<file path="config.mk">
export PLATFORM = sky130hd
export DESIGN_NAME = mux_lane_scheduler
export DESIGN_NICKNAME = d
export VERILOG_FILES = /design/src/rtl/mux_lane_scheduler.sv
export SDC_FILE = /design/constraint.sdc
export NUM_CORES = 1
export LEC_CHECK = 0
export BUFFER_PORTS_ARGS = -buffer_cell sky130_fd_sc_hd__buf_2
export CAP_MARGIN = 20
export CORE_ASPECT_RATIO = 0.75
export CORE_MARGIN = 2
export CORE_UTILIZATION = 47
export DETAILED_ROUTE_END_ITERATION = 12
export PLACE_DENSITY = 0.68
export SYNTH_ARGS = -nofsm -noshare
export SYNTH_HDL_FRONTEND = slang
export SYNTH_SLANG_ARGS = --single-unit
</file>
<file path="constraint.sdc">
create_clock -name clk_4f -period 4.3 [get_ports clk_4f]
set_input_delay 1.29 -clock clk_4f [delete_from_list [all_inputs] [get_ports clk_4f]]
set_output_delay 1.29 -clock clk_4f [all_outputs]
set_load 0.01 [all_outputs]
</file>
<file path="src/rtl/mux_lane_scheduler.sv">
// Round-robin burst scheduler sharing one registered output lane among four buffered input lanes.
// Optional build macro SCHED_FIXED_PRIO_EN selects fixed priority (lane 0 highest) instead.
module mux_lane_scheduler #(
  parameter int unsigned DATA_W    = 8,
  parameter int unsigned BURST_LEN = 4,
  parameter int unsigned CNT_W     = 3
) (
  input  logic              clk_4f,
  input  logic              reset,
  input  logic              validEntrada0,
  input  logic              validEntrada1,
  input  logic              validEntrada2,
  input  logic              validEntrada3,
  input  logic [DATA_W-1:0] Entrada0,
  input  logic [DATA_W-1:0] Entrada1,
  input  logic [DATA_W-1:0] Entrada2,
  input  logic [DATA_W-1:0] Entrada3,
  output logic              readyEntrada0,
  output logic              readyEntrada1,
  output logic              readyEntrada2,
  output logic              readyEntrada3,
  output logic [DATA_W-1:0] Salida,
  output logic              validSalida,
  input  logic              readySalida,
  output logic [1:0]        lane_id
);

  typedef enum logic [0:0] {StIdle, StBurst} state_e;

  localparam logic [CNT_W-1:0] LastBeat = CNT_W'(BURST_LEN - 1);

  state_e                  state_q, state_d;
  logic [1:0]              g_q, g_d;
  logic [1:0]              last_q, last_d;
  logic [CNT_W-1:0]        cnt_q, cnt_d;
  logic [3:0]              full_q, full_d;
  logic [3:0][DATA_W-1:0]  hold_q, hold_d;
  logic [DATA_W-1:0]       salida_q, salida_d;
  logic                    vout_q, vout_d;
  logic [1:0]              lane_q, lane_d;

  logic [3:0]              valid_in;
  logic [3:0][DATA_W-1:0]  data_in;
  logic [3:0]              ready;
  logic                    out_free;
  logic                    load;
  logic [1:0]              pick;

  assign valid_in = {validEntrada3, validEntrada2, validEntrada1, validEntrada0};
  assign data_in  = {Entrada3, Entrada2, Entrada1, Entrada0};

`ifdef SCHED_FIXED_PRIO_EN
  always_comb begin
    pick = 2'd0;
    for (int i = 3; i >= 0; i--) begin
      if (full_q[i]) pick = 2'(i);
    end
  end
`else
  // Search starts just after the lane that owned the previous burst.
  always_comb begin
    logic       found;
    logic [1:0] idx;
    pick  = last_q;
    found = 1'b0;
    for (int i = 1; i <= 4; i++) begin
      idx = last_q + 2'(i);
      if (!found && full_q[idx]) begin
        pick  = idx;
        found = 1'b1;
      end
    end
  end
`endif

  // State register and datapath registers.
  always_ff @(posedge clk_4f) begin
    if (!reset) begin
      state_q  <= StIdle;
      g_q      <= 2'd0;
      last_q   <= 2'd3;
      cnt_q    <= '0;
      full_q   <= '0;
      hold_q   <= '0;
      salida_q <= '0;
      vout_q   <= 1'b0;
      lane_q   <= 2'd0;
    end else begin
      state_q  <= state_d;
      g_q      <= g_d;
      last_q   <= last_d;
      cnt_q    <= cnt_d;
      full_q   <= full_d;
      hold_q   <= hold_d;
      salida_q <= salida_d;
      vout_q   <= vout_d;
      lane_q   <= lane_d;
    end
  end

  // Next-state logic.
  always_comb begin
    state_d = state_q;
    g_d     = g_q;
    cnt_d   = cnt_q;
    last_d  = last_q;
    case (state_q)
      StIdle: begin
        if (|full_q) begin
          g_d     = pick;
          cnt_d   = '0;
          state_d = StBurst;
        end
      end
      StBurst: begin
        if (load) begin
          cnt_d = cnt_q + CNT_W'(1);
          if (cnt_q == LastBeat) begin
            state_d = StIdle;
            last_d  = g_q;
          end
        end else if (!full_q[g_q]) begin
          state_d = StIdle;
          last_d  = g_q;
        end
      end
      default: state_d = StIdle;
    endcase
  end

  // Outputs: handshake decode and output-stage transfer.
  always_comb begin
    out_free = ~vout_q | readySalida;
    load     = (state_q == StBurst) & full_q[g_q] & out_free;
    for (int n = 0; n < 4; n++) begin
      ready[n] = reset & (~full_q[n] | (load & (g_q == 2'(n))));
    end
  end

  // Granted lane may drain and refill in the same cycle.
  always_comb begin
    full_d   = full_q;
    hold_d   = hold_q;
    salida_d = salida_q;
    lane_d   = lane_q;
    vout_d   = vout_q;
    for (int n = 0; n < 4; n++) begin
      if (valid_in[n] && ready[n]) begin
        hold_d[n] = data_in[n];
        full_d[n] = 1'b1;
      end else if (load && (g_q == 2'(n))) begin
        full_d[n] = 1'b0;
      end
    end
    if (load) begin
      salida_d = hold_q[g_q];
      lane_d   = g_q;
      vout_d   = 1'b1;
    end else if (readySalida) begin
      vout_d = 1'b0;
    end
  end

  assign readyEntrada0 = ready[0];
  assign readyEntrada1 = ready[1];
  assign readyEntrada2 = ready[2];
  assign readyEntrada3 = ready[3];
  assign Salida        = salida_q;
  assign validSalida   = vout_q;
  assign lane_id       = lane_q;

endmodule

</file>
---- After elaboration in Yosys (flattened, before gate mapping) ----
Index checks and enable logic that the tools add are counted.
word-level totals
  register bits after elaboration ......... 55
  output and inout port bits .............. 15
cells by class
  $add $sub $neg .......................... 4
  $lt $le $gt $ge ......................... 5
  equal/unequal tests ..................... 8
  multiplexer cells ....................... 40
  bitwise operators ....................... 21
  reduce and logical (&&, ||, !) cells .... 24
operator list
  cell                                                                      number
  1-bit two-way mux                                                         22
  8-bit binary-select mux with 2-bit select                                 1
  2-bit by 3-bit < comparator with 1-bit output (second input constant)     5
  2-bit two-way mux                                                         7
  1-bit logical AND                                                         11
  1-bit AND                                                                 10
  1-bit binary-select mux with 2-bit select                                 5
  2-bit nonzero test                                                        5
  8-bit two-way mux                                                         1
  3-bit two-way mux                                                         2
  1-bit inverter                                                            6
  3-bit one-hot mux with 2 select lines                                     1
  1-bit OR                                                                  5
  2-bit adder (second input constant)                                       2
  2-bit == test (second input constant)                                     2
  2-bit by 1-bit inequality test with 1-bit output (second input constant)  2
  2-bit inequality test (second input constant)                             2
  2-bit AND reduction                                                       2
  4-bit OR reduction                                                        1
  3-bit by 1-bit adder with 3-bit output (second input constant)            1
  3-bit by 2-bit == test with 1-bit output (second input constant)          1
  1-bit zero test                                                           3
  3-bit AND reduction                                                       1
  2-bit by 1-bit adder with 2-bit output (second input constant)            1
  3 further kinds                                                           3

---- Depth between registers and ports, before layout ----
  word-level depth ........................ 13
  mapped depth ............................ 6
  mapped depth without buffers ............ 5

---- Worst setup path after synthesis ----
Ideal clock, no wire load.
  path type ............................... input to output
  start point ............................. input readySalida
  end point ............................... output readyEntrada0
  arrival ................................. 2.074 ns
  data required time ...................... 3.010 ns
  slack ................................... 0.936 ns
  cell stages on the path ................. 5
  path through ............................ nand2b_1 clkbuf_1 nand2_1 o21ai_0 and2_1
between the ends
  cells in the longest elaborated chain, start to end .. 5
ends and longest elaborated chain
  item                line  text
  start: declaration  24    input logic readySalida,
  1-bit OR            133   out_free = ~vout_q | readySalida;
  1-bit AND           134   load = (state_q == StBurst) & full_q[g_q] & out_free;
  1-bit AND           136   ready[n] = reset & (~full_q[n] | (load & (g_q == 2'(n))));
  1-bit OR            136
  1-bit AND           136
  end: declaration    18    output logic readyEntrada0,
Every way passes these cells.

---- Final worst setup path ----
  start point ............................. input readySalida
  end point ............................... output readyEntrada3
between the ends
  cells in the longest elaborated chain, start to end .. 5
ends and longest elaborated chain
  item              line  text
  1-bit OR          133
  1-bit AND         134
  1-bit AND         136
  1-bit OR          136
  1-bit AND         136
  end: declaration  21    output logic readyEntrada3,
Every way passes these cells.

==> flow_summary.yaml <==
pwr:
  swShare: 0.275
  powerDensity_nw_per_um2: 383
  net-switching-power_mw: 0.309
  pwr-share-seq: 0.513
  intPower_mw: 0.813
  p_comb_frac: 0.195
  p_total_mw: 1.12
  p_clk_frac: 0.293
  ir_drop_mv: 0.210
  p_leak_nw: 1.24
routing:
  first_iter_violations: 125
  wl_um: 5590
  vias_per_cell: 5.22
  wire_per_inst_um: 13.9
  dr_total_vias: 2103
  drcViolationCount: 0
  ant_nets: 0
  drtPass1Iterations: 4
synth:
  yosysUniqueCellTypes: 41
  ys_seq_elements: 55
  ys.warnings.count: 0
  netlist_area_um2: 2540
  syn-num-nets: 324
  ys_seq_area_frac: 0.434
  synth_cells: 283
  avgSynthCellArea_um2: 8.97
worst_setup_path:
  slowest_stage: "nor2b_1"
  end_kind: "primary output"
  start_kind: "primary input"
  cp.required_ps: 3010
  cp_max_fo: 4
  timing.rr.end: "Salida[4]$_SDFFE_PN0P_"
  crit_chain: "buf_2 > nor2b_1 > nor2_1 > a21oi_1 > nor2_1 > buf_2"
  critical_path_class: "primary input to primary output"
  r2r_cells: 5
  r2r_setup_slack_ps: 2500
  crit_path_max_incr_delay_ps: 460
  r2r-start: "g_q[0]$_SDFFE_PN0P_"
  crit_arrival_ps: 2430
timing:
  relSlewSlack: 0.464
  hold_viol_final: 0
  min_period_over_period: 0.866
  fmax_mhz: 269
  timing.final.crit_period_ps: 3720
  setup_violations: 0
  tns_ps: 0
  fin_skew_ps: 7.99
  tightest_slew_ps: 805
  finalMaxSlewViolations: 0
  rsz0062_at_grt: "false"
global_routing:
  grt_max_degree: 70
  grt_antenna_before_repair: 0
  grt_overflow_total: 0
  grt_pass1_vias: 1813
  grt_pass1_wl_um: 8950
  track_usage: 0.201
clock_network:
  htreeDepth: 2
  cts_setup_buffers: 0
  cts.sinks: 55
  holdBufCountCts: 0
  numCtsBuffers: 5
  cts_tree: "done"
  clk_path_buf_depth: 2
  clk_pin_slew_ps: 80
  cts_root_buffer: "clkbuf_8"
  clk_latency_ps: 310
  ctsResizeCount: 0
hold_path:
  min_path_type: "flip-flop to flip-flop"
  holdPathStages: 2
  min_from: "hold_q[8]$_SDFFE_PN0P_"
  holdPathEnd: "hold_q[8]$_SDFFE_PN0P_"
die:
  rows: 23
  pin_count: 54
  die_area_um2: 6010
  die_y_um: 67.7
  start_util: 0.482
  core_um2: 5270
  die_x_um: 88.9
placement:
  io_buffers: 53
  gp_congestion: 0.902
  dp_cells: 396
  post-dp-hpwl_um: 3940
final_layout:
  nets: 369
  diodes: 0
  area_delta_synth_final_pct: 15.2
  final_cell_count_no_fill: 403
  drive_gt1_frac: 0.247
  mostFrequentLayoutCell: "dfxtp_1"
  layout_common_cells: "dfxtp_1, buf_2, nand2_1, o21ai_0, nand3_1"
run_status:
  status: "complete, no violations"
flow_run:
  cap_viol_max_count: 0
[kinds of logic after synthesis]
kind of cell	after synthesis	share of synthesized area
AO/OA/AOI/OAI	63	0.165
adder cells (fa/ha/maj)	2	0.00986
buffers and inverters	30	0.0577
flip-flops	55	0.434
multiplexers	20	0.124
AND/OR/NAND/NOR	113	0.210
[synth_stat cells, drive strengths merged]
cell    number  area [um^2]
mux2i       10          100
a22oi        1         7.51
and3         3         18.8
or2          1         6.26
nor2b        5         31.3
a31oi        1         6.26
inv         10         37.5
mux4         9          203
ha           2         25.0
clkinv       1         3.75
nor4         1         6.26
clkbuf       9         33.8
o22ai        2         12.5
nand2b       4         25.0
o211ai       1         7.51
mux2         1         11.3
a32oi        1         16.3
o311ai       2         17.5
dfxtp       55         1100
o221a        1         11.3
a221oi       1         8.76
nand2       37          139
nand3       37          203
nor2        21         78.8
nand4        1         6.26
o32ai        2         55.1
buf         10         71.3
o31ai        1         7.51
o21a         3         22.5
a32o         1         10.0
o21ai       37          185
and2         3         18.8
a21oi        8         43.8
a211oi       1         7.51
[power groups by stage]
stage,clock network (mW),registers (mW),logic (mW)
after global routing,0.363,0.581,0.241
final,0.328,0.575,0.218
after global placement,0,0.586,0.215
after detailed placement,0,0.586,0.218
after floorplan,0,0.579,0.167
after CTS,0.335,0.575,0.219
[state kept, by name, summed over array words and instances (netlist names)]
signal and cells:
hold_q 32, Salida 8, full_q 4, cnt_q 3, g_q 2, lane_id 2, last_q 2, state_q 1
validSalida 1
[final cells by class]
type                    count  area, um^2
flip-flops and latches     55        1100
multi-input cells         198        1290
repair buffers             57         295
well taps                  75        93.8
clock inverters             1        30.0
clock buffers               6        72.6
fillers                   489        2340
inverters                  11        41.3
[critical path, delay by kind of cell]
kind	cells	cell delay [ps]
buffers and inverters	2	240
AO/OA/AOI/OAI	1	250
AND/OR/NAND/NOR	3	660
[how the worst max path moves through the flow]
stage | start | end | slack (ps)
global route | readySalida | readyEntrada3 | 500
floorplan | readySalida | readyEntrada0 | 940
detailed placement | readySalida | readyEntrada3 | 580
finish | readySalida | readyEntrada3 | 580
global placement | readySalida | readyEntrada3 | 650
CTS | readySalida | readyEntrada3 | 570
[metal layers]
layer / track usage / up-vias / part of all wire
met5: 0 / - / 0
met4: 0.0455 / 0 / 0
met3: 0.0660 / 0 / 0.051
met2: 0.273 / 47 / 0.43
met1: 0.303 / 971 / 0.52
li1: - / 1085 / -
[through the flow]
step	hold slack, ps	worst slack [ps]	instance area (um^2)	utilization
after floorplan	433	936	2540	-
after global placement	441	652	2820	0.536
after detailed placement	449	581	2820	0.536
after CTS	463	573	2930	0.555
after global routing	475	499	2930	0.555
final	459	577	2930	0.555
(Power assumes the default switching activity.)
